## config.mk

```make
export PLATFORM = sky130hd
export DESIGN_NAME = stream_sel_mux_flat
export DESIGN_NICKNAME = d
export VERILOG_FILES = /design/src/rtl/stream_sel_mux_if.sv /design/src/rtl/stream_sel_mux.sv /design/src/flat_wrapper.sv
export SDC_FILE = /design/constraint.sdc
export NUM_CORES = 1
export LEC_CHECK = 0
export ABC_CLOCK_PERIOD_IN_PS = 2800
export CAP_MARGIN = 20
export CORE_MARGIN = 2
export CORE_UTILIZATION = 44
export DETAILED_ROUTE_END_ITERATION = 8
export HOLD_SLACK_MARGIN = 0.03
export PLACE_DENSITY = 0.81
export SYNTH_ARGS = -nofsm -noshare
export SYNTH_HDL_FRONTEND = slang
export SYNTH_SLANG_ARGS = --single-unit
export TNS_END_PERCENT = 30
```

## constraint.sdc

```tcl
create_clock -name clk -period 2.8 [get_ports clk]
set_input_delay 0.7 -clock clk [delete_from_list [all_inputs] [get_ports clk]]
set_output_delay 0.7 -clock clk [all_outputs]
set_load 0.02 [all_outputs]
```

## src/rtl/stream_sel_mux_if.sv

```systemverilog
// Handshake bundle for stream_sel_mux: N producer channels, channel select, one consumer and status flags.
interface stream_sel_mux_if #(
    parameter int WIDTH       = 32,
    parameter int NUM_INPUTS  = 4,
    parameter int SELECT_BITS = 2
);
    logic [WIDTH-1:0]       in_data [NUM_INPUTS];
    logic [NUM_INPUTS-1:0]  in_valid;
    logic [NUM_INPUTS-1:0]  in_last;
    logic [NUM_INPUTS-1:0]  in_ready;
    logic [SELECT_BITS-1:0] select;
    logic [WIDTH-1:0]       out_data;
    logic                   out_valid;
    logic                   out_last;
    logic                   out_ready;
    logic                   locked;
    logic                   sel_err;

    modport master (
        output in_data, in_valid, in_last, select, out_ready,
        input  in_ready, out_data, out_valid, out_last, locked, sel_err
    );

    modport slave (
        input  in_data, in_valid, in_last, select, out_ready,
        output in_ready, out_data, out_valid, out_last, locked, sel_err
    );
endinterface

```

## src/rtl/stream_sel_mux.sv

```systemverilog
// N-input stream selector with optional packet lock; 1-cycle accept->out_valid latency.
// A main+skid register pair absorbs out_ready back-pressure, so in_ready never depends on out_ready.
module stream_sel_mux #(
    parameter int WIDTH       = 32,
    parameter int NUM_INPUTS  = 4,
    parameter int SELECT_BITS = 2,
    parameter bit PACKET_LOCK = 1'b1
) (
    input  logic            clk,
    input  logic            rst,
    stream_sel_mux_if.slave bus
);
    if (NUM_INPUTS < 2 || (1 << SELECT_BITS) < NUM_INPUTS) begin : g_bad_param
        $error("stream_sel_mux: NUM_INPUTS must be >= 2 and fit in SELECT_BITS");
    end

    typedef enum logic {IDLE, LOCKED} state_t;

    state_t                 state, state_nxt;
    logic [SELECT_BITS-1:0] lock_sel;
    logic [SELECT_BITS-1:0] ch;
    logic                   ch_ok;
    logic                   sel_vld;
    logic                   sel_lst;
    logic [WIDTH-1:0]       sel_dat;
    logic                   accept;

    logic [WIDTH-1:0]       main_data, skid_data;
    logic                   main_valid, main_last;
    logic                   skid_valid, skid_last;

    assign ch    = (state == LOCKED) ? lock_sel : bus.select;
    assign ch_ok = 32'(ch) < NUM_INPUTS;

    // Decode by comparison so an out-of-range select never indexes the input array.
    always_comb begin
        sel_vld      = 1'b0;
        sel_lst      = 1'b0;
        sel_dat      = '0;
        bus.in_ready = '0;
        for (int i = 0; i < NUM_INPUTS; i++) begin
            if (ch == SELECT_BITS'(i)) begin
                sel_vld         = bus.in_valid[i];
                sel_lst         = bus.in_last[i];
                sel_dat         = bus.in_data[i];
                bus.in_ready[i] = !rst && !skid_valid;
            end
        end
    end

    assign accept = sel_vld && !skid_valid && !rst;

    always_comb begin
        state_nxt = state;
        case (state)
            IDLE:    if (PACKET_LOCK && accept && !sel_lst) state_nxt = LOCKED;
            LOCKED:  if (accept && sel_lst)                 state_nxt = IDLE;
            default:                                        state_nxt = IDLE;
        endcase
    end

    always_ff @(posedge clk) begin
        if (rst) begin
            state    <= IDLE;
            lock_sel <= '0;
        end else begin
            state <= state_nxt;
            if (state == IDLE && state_nxt == LOCKED) lock_sel <= ch;
        end
    end

    always_ff @(posedge clk) begin
        if (rst) begin
            main_valid <= 1'b0;
            main_last  <= 1'b0;
            main_data  <= '0;
            skid_valid <= 1'b0;
            skid_last  <= 1'b0;
            skid_data  <= '0;
        end else if (main_valid && !bus.out_ready) begin
            // Main stalled: an accepted beat can only park in the (empty) skid.
            if (accept) begin
                skid_valid <= 1'b1;
                skid_last  <= sel_lst;
                skid_data  <= sel_dat;
            end
        end else if (skid_valid) begin
            main_valid <= 1'b1;
            main_last  <= skid_last;
            main_data  <= skid_data;
            skid_valid <= 1'b0;
        end else if (accept) begin
            main_valid <= 1'b1;
            main_last  <= sel_lst;
            main_data  <= sel_dat;
        end else begin
            main_valid <= 1'b0;
        end
    end

    assign bus.out_valid = main_valid;
    assign bus.out_last  = main_last;
    assign bus.out_data  = main_data;
    assign bus.locked    = (state == LOCKED);
    assign bus.sel_err   = (state == IDLE) && !ch_ok;
endmodule
```

## src/flat_wrapper.sv

```systemverilog
// flat-port wrapper written by rule: the top's interface ports become plain ports
module stream_sel_mux_flat 
#(
    parameter int WIDTH       = 32,
    parameter int NUM_INPUTS  = 4,
    parameter int SELECT_BITS = 2,
    parameter bit PACKET_LOCK = 1'b1
)
  (clk, rst, bus_in_data, bus_in_valid, bus_in_last, bus_select, bus_out_ready, bus_in_ready, bus_out_data, bus_out_valid, bus_out_last, bus_locked, bus_sel_err);
  stream_sel_mux_if #(.WIDTH(WIDTH), .NUM_INPUTS(NUM_INPUTS), .SELECT_BITS(SELECT_BITS)) bus_i ();
  input  logic clk;
  input  logic rst;
  input wire logic [$bits(bus_i.in_data)-1:0] bus_in_data;
  input wire logic [$bits(bus_i.in_valid)-1:0] bus_in_valid;
  input wire logic [$bits(bus_i.in_last)-1:0] bus_in_last;
  input wire logic [$bits(bus_i.select)-1:0] bus_select;
  input wire logic [$bits(bus_i.out_ready)-1:0] bus_out_ready;
  output wire logic [$bits(bus_i.in_ready)-1:0] bus_in_ready;
  output wire logic [$bits(bus_i.out_data)-1:0] bus_out_data;
  output wire logic [$bits(bus_i.out_valid)-1:0] bus_out_valid;
  output wire logic [$bits(bus_i.out_last)-1:0] bus_out_last;
  output wire logic [$bits(bus_i.locked)-1:0] bus_locked;
  output wire logic [$bits(bus_i.sel_err)-1:0] bus_sel_err;
  assign bus_i.in_data = {>>{bus_in_data}};
  assign bus_i.in_valid = bus_in_valid;
  assign bus_i.in_last = bus_in_last;
  assign bus_i.select = bus_select;
  assign bus_i.out_ready = bus_out_ready;
  assign bus_in_ready = bus_i.in_ready;
  assign bus_out_data = bus_i.out_data;
  assign bus_out_valid = bus_i.out_valid;
  assign bus_out_last = bus_i.out_last;
  assign bus_locked = bus_i.locked;
  assign bus_sel_err = bus_i.sel_err;
  stream_sel_mux #(.WIDTH(WIDTH), .NUM_INPUTS(NUM_INPUTS), .SELECT_BITS(SELECT_BITS), .PACKET_LOCK(PACKET_LOCK)) u_core (.clk(clk), .rst(rst), .bus(bus_i));
endmodule
```

* Word-level counts from Yosys, hierarchy flattened
Index checks and enable logic that the tools add are counted.
Operators by class: bitwise gates (word level) 2, equality and inequality tests 3, reduce and logical (&&, ||, !) cells 16, add/sub/neg operators 0, $lt $le $gt $ge 0, shift-type cells 0, divide/modulo/power cells 0, multipliers 0, mux-type cells 26
Operators with widths (number):
- two-way mux 32 bit | 6
- two-way mux 1 bit | 18
- logical AND 1 bit | 7
- == test 2 bit, second input constant | 2
- zero test 1 bit | 4
- AND reduction 2 bit | 2
- == test 2 x 1 -> 1 bit, second input constant | 1
- zero test 2 bit | 1
- two-way mux 2 bit | 1
- NOT 1 bit | 2
- case mux 1 bit (2 select lines) | 1
- nonzero test 2 bit | 1
- OR reduction 2 bit | 1
Storage, ports and cells: bits of input ports 141, bits in read-only memories 0, latch bits 0, output and inout port bits 40, memories kept 0, logic and storage cells 55, bits in registers 71, bits in writable memories 0

* Logic depth before layout (Yosys ltp)
Gate-level depths: netlist (run 1).
depth in word-level cells 12, mapped depth 9

* Worst setup path before layout (run 1)
OpenSTA, ideal clock, no wires.
kind input-to-output, start input bus_select[0], end output bus_in_ready[2], path slack 0.392 ns, arrival 1.708 ns, stages on the path 6, required time 2.100 ns, path through mux2i_1 buf_2 buf_6 buf_4 nand2_1 nor2_1
On the way: word-level cells in the longest chain between the ends 3
RTL lines:
- start, declared | RTL line flat_wrapper.sv:16 | input wire logic [$bits(bus_i.select)-1:0] bus_select;
- two-way mux 2 bit | RTL line stream_sel_mux.sv:32 | assign ch = (state == LOCKED) ? lock_sel : bus.select;
- == test 2 bit | RTL line stream_sel_mux.sv:42 | if (ch == SELECT_BITS'(i)) begin
- two-way mux 1 bit | RTL line stream_sel_mux.sv:42
- end, declared | RTL line flat_wrapper.sv:18 | output wire logic [$bits(bus_i.in_ready)-1:0] bus_in_ready;
Every way passes these cells.

* Final worst setup path (run 1)
Ends and elaborated chain as after synthesis.

==> out/results.txt, run 1 <==
Max Cap Viol - 0
Worst skew pair latency - 0.34 ns
Final GP Congestion - 0.7765
Io pins - 181
Fin crit period - 2.718 ns
Placeable core region - 0.009729 sq mm
Worst path bufs/invs - 3
Post-Syn Area per Cell - 8.890 sq um
Max VDD drop - 0.3259 mV
Vias - 4489
Die H - 104.1 um
Syn nets - 637
Commonest non-fill, non-tap cells in the layout - clkdlybuf4s50_1, mux2i_1, dfxtp_1
Post-synthesis adder-cell area fraction - 0%
Starting density of the core - 45.32%
Synth Area in XOR/XNOR - 0%
Post-synth EDFFs - 0
Library cells used by synthesis - 37
Area delta synth->final - 50.43%
First-iteration detailed-routing DRC count - 299
Critical Path Sink - bus_in_ready[2]
Cts hold-fix bufs - 0
Mapped Cells - 496
Worst EP required - 2.10 ns
Num CTS Buffers - 9
Critical Path Source - bus_select[0]
Share of cells above drive strength 1 - 13.43%
DP Wirelength - 9.588 mm
DRT Wirelength - 13.11 mm
Synth Flop Type - dfxtp_1
R2R cell count - 7
GRT Util Overall - 24.03%
Root Driver - clkbuf_8
Filler Cell Count - 779
RR Endpoint - u_core.lock_sel[1]
DR pass1 iterations - 4
Final setup violation count - 0
Static Leak - 2.615 nW
Largest net degree at the start of global routing - 70
Relative slew slack - 39.15%
Post-Place Worst Slack - -0.2639 ns
Antenna Cells - 0
Post-Synth Simple-Gate Area - 15.95%
Die X - 104.1 um
Resized Gates After CTS - 4
R2r setup slk - 0.27 ns
Commonest non-fill, non-tap cell in the layout - clkdlybuf4s50_1
Compound-Gate Fraction of Synth Area - 21.79%
CP max-delay cell - clkdlybuf4s50_1
Slew Limit Fails - 0
Main combinational cell family by area after synthesis - multiplexers
CP max stage delay - 0.43 ns
YS warnings - 0
Die area - 0.01084 sq mm
Final worst-path setup slack - 0.08203 ns
Fmax - 367.9 MHz
Wirelength per Cell - 16.33 um
Post-route ant nets - 0
Total gr overflow - 0
Endpoint class of the critical path - output port
Worst path depth - 6
Worst setup SP type - primary input
Nets@finish - 806
Seq/Total Area, Yosys - 32.24%
Crit path max-delay family - buffers and inverters
# port buffers - 179
Synth Register Bits - 71
Arr. time, crit path - 2.02 ns
Worst-Margin Slew - 0.9127 ns
Final period utilization - 97.07%
Dpl cells - 787
Crit path kind - primary input to output port
R2r startpoint - u_core.bus.locked
RSZ-0062 raised after global routing - false
Mapped Area - 0.004409 sq mm
Final std cells w/o fill - 803
Clock slew at reported path FFs - 0.07 ns
Vias/cell - 5.590
Setup Skew - 0.01550 ns
DRC errors left - 0
Vias in the first global route - 4465
CTS tree - built
Initial antenna violation count - 0
Post-CTS Setup Inserts - 0
Hold WC Path Type - flip-flop to flip-flop
Max clock buf depth - 2
Fin. Hold Viols - 0
Max H-tree Level - 3
Crit-path cells - clkdlybuf4s50_1, buf_4, mux2i_4, nand2_1, nor2_1, dlygate4sd2_1
Crit path max fanout - 5
Power per cell area - 513.0 mW/mm^2
Mux cell area share after synthesis - 22.93%
Global-route wire length before repair - 21.80 mm
Status - finished clean
Ys async rst share - 0%
Row cnt - 36
Sink Count - 71
[cells by family after synthesis]
group	after synthesis
AO/OA/AOI/OAI	114
buffers and inverters	57
flip-flops	71
multiplexers	101
other	1
AND/OR/NAND/NOR	152
[cell type report]
cell class / count / area (sq um) / area share (%)
Clock buffer: 11 / 141.4 / 2.132
Timing Repair Buffer: 211 / 2085 / 31.43
Tap cell: 133 / 166.4 / 2.509
Multi-Input combinational cell: 368 / 2723 / 41.05
Inverter: 4 / 15.01 / 0.2264
Sequential cell: 71 / 1421 / 21.43
Clock inverter: 5 / 81.33 / 1.226
[metal layers]
| layer | track usage [%] | share of wire (%) |
|---|---|---|
| met1 | 26.99 | 39 |
| met2 | 45.68 | 53 |
| met3 | 5.138 | 6.4 |
| met4 | 6.178 | 1.3 |
| met5 | 0 | 0 |
[worst min path at each step]
stage	startpoint	to	slack (ns)	cells after the start
finish	u_core.skid_data[15]	u_core.skid_data[15]	0.48	2
global route	u_core.skid_data[16]	u_core.skid_data[16]	0.50	2
CTS	u_core.skid_data[15]	u_core.skid_data[15]	0.48	2
detailed placement	u_core.skid_data[15]	u_core.skid_data[15]	0.47	2
global placement	u_core.skid_data[2]	u_core.skid_data[2]	0.46	2
floorplan	u_core.skid_data[0]	u_core.skid_data[0]	0.45	2
[cells in the mapped netlist (2+ instances only)]
cell type / instances / area (sq um)
nor2_1: 4 / 15.01
buf_4: 5 / 37.54
a311oi_2: 30 / 450.4
nand3_1: 34 / 170.2
a21oi_4: 2 / 32.53
a21oi_1: 36 / 180.2
nor3_1: 34 / 170.2
inv_1: 3 / 11.26
buf_2: 19 / 95.09
o21ai_0: 3 / 15.01
o311ai_1: 2 / 17.52
dfxtp_1: 71 / 1421
buf_6: 7 / 78.83
mux2i_1: 101 / 1011
a311oi_1: 3 / 26.28
o41ai_1: 2 / 17.52
o21ai_1: 30 / 150.1
or3_1: 2 / 12.51
nand2_1: 69 / 259.0
clkbuf_1: 22 / 82.58
[where the power goes]
part / internal, mW / leakage (nW) / switching [mW]
registers: 1.10 / 0.580 / 0.0591
clock network: 0.527 / 0.110 / 0.384
logic: 0.671 / 1.93 / 0.663
total: 2.30 / 2.62 / 1.11
[flip-flops by register name, summed over array words and instances, names as in the netlist]
signal / count
u_core.bus.locked: 1
u_core.skid_last: 1
u_core.skid_data: 32
u_core.skid_valid: 1
u_core.bus.out_last: 1
u_core.bus.out_valid: 1
u_core.bus.out_data: 32
u_core.lock_sel: 2
[tightest hold or removal path, stage by stage (launching register included)]
cell and delay, ns:
dfxtp_1 0.31, o21ai_1 0.06, a21oi_1 0.06
[metrics by stage]
step	utilization, %	setup TNS, ns	instance area (sq um)	power [mW]	hold WS, ns
after global routing	68.17	0	6633	3.551	0.5028
after global placement	65.96	-1.910	6417	2.480	0.4629
final	68.17	0	6633	3.402	0.4820
after floorplan	-	0	4409	1.967	0.4544
after detailed placement	65.96	-4.484	6417	2.519	0.4717
after CTS	68.20	0	6635	3.417	0.4815
Note: power is estimated with default switching activity, not from simulation.
==> run 2: changes to the inputs <==
CORE_ASPECT_RATIO = 0.6   (was unset)
CORE_MARGIN = unset   (was 2)
==> run 2 against run 1 <==
  * First-iteration DRC count rose by 43%
  * Largest power group unchanged
  * Maximum frequency rose by 0.83%
  * Global-route usage rose by 1.2 points
==> out/results.txt, run 2 (same netlist as run 1, synthesis figures left out) <==
Power per cell area - 528.5 mW/mm^2 (+3.0%)
First-iteration detailed-routing DRC count - 428 (+43%)
Clock slew at reported path FFs - 0.05 ns (-0.02 ns)
Setup Skew - 0.004771 ns (-0.01073 ns)
DRT Wirelength - 13.29 mm (+1.3%)
Total gr overflow - 0 (unchanged)
Vias - 4517 (+0.62%)
R2r startpoint - u_core.bus.locked
Hold WC Path Type - flip-flop to flip-flop
Max Cap Viol - 0 (unchanged)
Nets@finish - 803 (-0.37%)
Relative slew slack - 43.83% (+4.7 points)
Arr. time, crit path - 2.00 ns (-0.02 ns)
Placeable core region - 0.009459 sq mm (-2.8%)
Layer with the highest usage - met2
Vias in the first global route - 4265 (-4.5%)
Dpl cells - 781 (-0.76%)
Setup TNS - 0 ns (unchanged)
Max H-tree Level - 3 (unchanged)
Worst hold path cell count - 2 (unchanged)
Post-CTS Setup Inserts - 0 (unchanged)
WHS Endpoint - u_core.skid_data[15]
Overall Power - 3.522 mW (+3.5%)
Status - finished clean
Die X - 131.2 um (+26%)
Fin. Hold Viols - 0 (unchanged)
Area of the multi-input gates - 0.002726 sq mm (+0.14%)
Final setup violation count - 0 (unchanged)
Worst setup SP type - primary input
Crit path max fanout - 4 (-1)
R2r setup slk - 0.25 ns (-0.02 ns)
Endpoint class of the critical path - output port
DRC errors left - 0 (unchanged)
Worst skew pair latency - 0.33 ns (about the same)
Commonest non-fill, non-tap cell in the layout - clkdlybuf4s50_1
Cts hold-fix bufs - 0 (unchanged)
Share of cells above drive strength 1 - 13.06% (-0.37 points)
Final period utilization - 96.27% (-0.80 points)
Seq. cell area - 0.001421 sq mm (unchanged)
Crit path kind - primary input to output port
Global-route wire length before repair - 20.98 mm (-3.7%)
Met2 Usage GRT - 43.35% (-2.3 points)
Met1 Usage GRT - 31.49% (+4.5 points)
Die H - 79.54 um (-24%)
Fmax - 371.0 MHz (+0.83%)
Num CTS Buffers - 9 (unchanged)
Fin crit period - 2.696 ns (-0.02246 ns)
Sink Count - 71 (unchanged)
CP max-delay cell - clkdlybuf4s50_1
R2R cell count - 8 (+1)
Root Driver - clkbuf_16
RSZ-0062 raised after global routing - false
Row cnt - 27 (-25%)
Die area - 0.01044 sq mm (-3.7%)
Wirelength per Cell - 16.69 um (+2.2%)
Commonest non-fill, non-tap cells in the layout - clkdlybuf4s50_1, mux2i_1, dfxtp_1
Vias/cell - 5.675 (+1.5%)
Worst path bufs/invs - 3 (unchanged)
Initial antenna violation count - 0 (unchanged)
# port buffers - 179 (unchanged)
Max VDD drop - 0.3544 mV (+8.8%)
Largest net degree at the start of global routing - 68 (-2.9%)
RR Endpoint - u_core.lock_sel[1]
Crit-path cells - clkdlybuf4s50_1, buf_4, mux2i_4, nand2_1, nor2_1, dlygate4sd2_1
Fin area - 0.006665 sq mm (+0.49%)
Starting density of the core - 46.61% (+1.3 points)
DP Wirelength - 9.519 mm (-0.72%)
Worst EP required - 2.10 ns (about the same)
Slew Limit Fails - 0 (unchanged)
Max clock buf depth - 2 (unchanged)
Io pins - 181 (unchanged)
Post-route ant nets - 0 (unchanged)
CP max stage delay - 0.44 ns (about the same)
Final std cells w/o fill - 796 (-0.87%)
Hold WS - 0.4806 ns (-0.001433 ns)
CTS tree - built
Hold_sp - u_core.skid_data[15]
Static Leak - 2.623 nW (+0.29%)
Antenna Cells - 0 (unchanged)
GRT Util Overall - 25.22% (+1.2 points)
Dpl cell area - 0.006407 sq mm (-0.16%)
Area delta synth->final - 51.16%
Final GP Congestion - 0.8996 (+16%)
Worst-Margin Slew - 0.8425 ns (-0.07021 ns)
Crit path max-delay family - buffers and inverters
Met3 Resource Use GR - 6.222% (+1.1 points)
Filler Cell Count - 706 (-9.4%)
DR pass1 iterations - 5 (+1)
Worst path depth - 6 (unchanged)
-- run 2: changes by cell type in the layout (fill, tap and decap cells not counted), moves of 2 or more --
cell | before | now
clkbuf_16 | 0 | 9
clkbuf_8 | 10 | 1
buf_4 | 28 | 24
bufinv_16 | 2 | 0
-- run 2: metal layers --
layer / vias up / part of all wire (%)
met5: - / 0
met4: 0 / 1.1
met3: 18 / 8.4
met2: 236 / 46
met1: 2104 / 44
li1: 2159 / -
-- run 2: layout make-up --
class / count / area share [%]
Tap cell: 130 / 2.440
Timing Repair Buffer: 208 / 31.11
Clock buffer: 12 / 3.698
Inverter: 4 / 0.2253
Sequential cell: 71 / 21.33
Multi-Input combinational cell: 368 / 40.90
Clock inverter: 3 / 0.3004
-- run 2: tightest hold or removal path, stage by stage (launching register included) --
cell and delay [ns]:
dfxtp_1 0.30, o21ai_1 0.06, a21oi_1 0.06
-- run 2: worst max path at each step --
stage / from / to / slack (ns)
after detailed placement: bus_select[1] / bus_in_ready[3] / -0.23
after global placement: bus_select[1] / bus_in_ready[3] / -0.23
after CTS: bus_select[1] / bus_in_ready[3] / 0.04
after floorplan: bus_select[0] / bus_in_ready[2] / 0.39
final: bus_select[0] / bus_in_ready[2] / 0.10
after global routing: bus_select[0] / bus_in_ready[2] / 0.005
-- run 2: timing repair --
action	CTS	global route
pin swaps	0	0
resized for setup	4	2
setup endpoints to repair	4	1
-- run 2: report_power, final --
part	internal [mW]	switching, mW	total [mW]	leakage, nW
sequential	1.10	0.0628	1.16	0.580
clock	0.617	0.407	1.02	0.125
combinational	0.670	0.664	1.33	1.92
-- run 2: stage by stage --
stage / setup slack [ns] / utilization, %
floorplan: 0.3918 / -
global placement: -0.2251 / 67.74
detailed placement: -0.2265 / 67.74
CTS: 0.04302 / 70.50
global route: 0.004894 / 70.46
finish: 0.1045 / 70.46
==> run 3: changes to the inputs <==
CTS_CLUSTER_SIZE = 40   (was unset)
PLACE_DENSITY = 0.91   (was 0.81)
SLEW_MARGIN = 30   (was unset)
==> run 3 against run 2 <==
  * Wire length increased by 0.63%
  * First-iteration DRC count fell by 46%
  * Largest cell class unchanged
  * Combinational power about the same
  * Clock power up 13%
  * Utilization is 0.53 points higher
  * Sequential share of layout area decreased by 0.16 points
==> out/results.txt, run 3 (same netlist as run 1, synthesis figures left out) <==
Status - finished clean
RSZ-0062 raised after global routing - false
Overall Power - 3.656 mW (+3.8%)
Relative slew slack - 39.41% (-4.4 points)
Post-route ant nets - 0 (unchanged)
Resized Gates After CTS - 4 (unchanged)
Met3 Resource Use GR - 6.413% (+0.19 points)
Final setup violation count - 0 (unchanged)
Hold WS - 0.4757 ns (-0.004862 ns)
Global-route wire length before repair - 21.87 mm (+4.2%)
Vias - 4564 (+1.0%)
Cts hold-fix bufs - 0 (unchanged)
Fin area - 0.006715 sq mm (+0.75%)
Crit-path cells - clkdlybuf4s50_1, buf_4, mux2i_4, nand2_1, nor2_1, dlygate4sd2_1
First-iteration detailed-routing DRC count - 230 (-46%)
Dpl cells - 784 (+0.38%)
Met2 Usage GRT - 46.70% (+3.4 points)
Root Driver - clkbuf_16
Final std cells w/o fill - 800 (+0.50%)
Dpl cell area - 0.006415 sq mm (+0.12%)
GRT Util Overall - 26.20% (+0.98 points)
Worst-Margin Slew - 0.9088 ns (+0.06628 ns)
Max clock buf depth - 2 (unchanged)
Arr. time, crit path - 2.02 ns (+0.02 ns)
Crit path kind - primary input to output port
DRT Wirelength - 13.37 mm (+0.63%)
Row cnt - 27 (unchanged)
Num CTS Buffers - 9 (unchanged)
CP max stage delay - 0.44 ns (about the same)
Static Leak - 2.661 nW (+1.4%)
Post-CTS Setup Inserts - 0 (unchanged)
Worst EP required - 2.10 ns (about the same)
Fin util - 70.99% (+0.53 points)
Die H - 79.54 um (unchanged)
Antenna Cells - 0 (unchanged)
Clock slew at reported path FFs - 0.06 ns (about the same)
Final GP Congestion - 0.9087 (+1.0%)
CP max-delay cell - clkdlybuf4s50_1
Crit path max fanout - 5 (+1)
Max VDD drop - 0.3683 mV (+3.9%)
Endpoint class of the critical path - output port
Setup Skew - 0.005958 ns (+0.001187 ns)
Commonest non-fill, non-tap cells in the layout - clkdlybuf4s50_1, mux2i_1, dfxtp_1
Area delta synth->final - 52.30%
Nets@finish - 806 (+0.37%)
Power per cell area - 544.4 mW/mm^2 (+3.0%)
Final period utilization - 97.23% (+0.96 points)
Total gr overflow - 0 (unchanged)
Post-Place Worst Slack - -0.2407 ns (-0.01416 ns)
Wirelength per Cell - 16.71 um (+0.13%)
Setup TNS - 0 ns (unchanged)
Slew Limit Fails - 0 (unchanged)
DP Wirelength - 9.804 mm (+3.0%)
Die area - 0.01044 sq mm (unchanged)
Starting density of the core - 46.61% (unchanged)
Placeable core region - 0.009459 sq mm (unchanged)
Io pins - 181 (unchanged)
Largest net degree at the start of global routing - 70 (+2.9%)
# port buffers - 179 (unchanged)
Initial antenna violation count - 0 (unchanged)
Crit path max-delay family - buffers and inverters
Sink Count - 71 (unchanged)
Met1 Usage GRT - 31.39% (-0.094 points)
Max H-tree Level - 3 (unchanged)
Vias in the first global route - 4525 (+6.1%)
Final worst-path setup slack - 0.07768 ns (-0.02681 ns)
Max Cap Viol - 0 (unchanged)
Die X - 131.2 um (unchanged)
DR pass1 iterations - 5 (unchanged)
Worst path bufs/invs - 3 (unchanged)
Fin. Hold Viols - 0 (unchanged)
Worst skew pair latency - 0.32 ns (about the same)
Vias/cell - 5.705 (+0.54%)
Fin crit period - 2.722 ns (+0.02681 ns)
DRC errors left - 0 (unchanged)
Hold WC Path Type - flip-flop to flip-flop
Worst setup SP type - primary input
Share of cells above drive strength 1 - 13.73% (+0.67 points)
Layer with the highest usage - met2
Fmax - 367.3 MHz (-0.98%)
CTS tree - built
Commonest non-fill, non-tap cell in the layout - clkdlybuf4s50_1
[run 3: tightest hold or removal path, cell delays in order, from the launching register on]
cell	delay (ns)
dfxtp_1	0.30
o21ai_0	0.06
a21oi_1	0.06
[run 3: power breakdown]
part | internal, mW | leakage (nW) | total (mW) | switching [mW]
combinational | 0.672 | 1.93 | 1.35 | 0.676
sequential | 1.10 | 0.580 | 1.16 | 0.0575
clock | 0.736 | 0.152 | 1.15 | 0.413
[run 3: cell type report]
class / instances / area [sq um]
sequential: 71 / 1421
fill: 708 / 2744
inverter: 4 / 15.01
clock buffer: 11 / 252.7
timing repair buffer: 211 / 2083
tap: 130 / 162.7
multi-input combinational: 368 / 2724
clock inverter: 5 / 56.30
[run 3: routing by layer]
metal / wire, um / vias up
met5: 0 / -
met4: 186 / 0
met3: 1258 / 22
met2: 6379 / 253
met1: 5546 / 2125
li1: - / 2164
[run 3: final timing paths]
check / start / slack (ns) / to / cells past startpoint
worst max-delay path: bus_select[0] / 0.08 / bus_in_ready[2] / 6
worst min-delay path: u_core.skid_data[0] / 0.48 / u_core.skid_data[0] / 2
worst max register to register: u_core.bus.locked / 0.47 / u_core.lock_sel[0] / 8
worst min register to register: u_core.skid_data[0] / 0.48 / u_core.skid_data[0] / 2
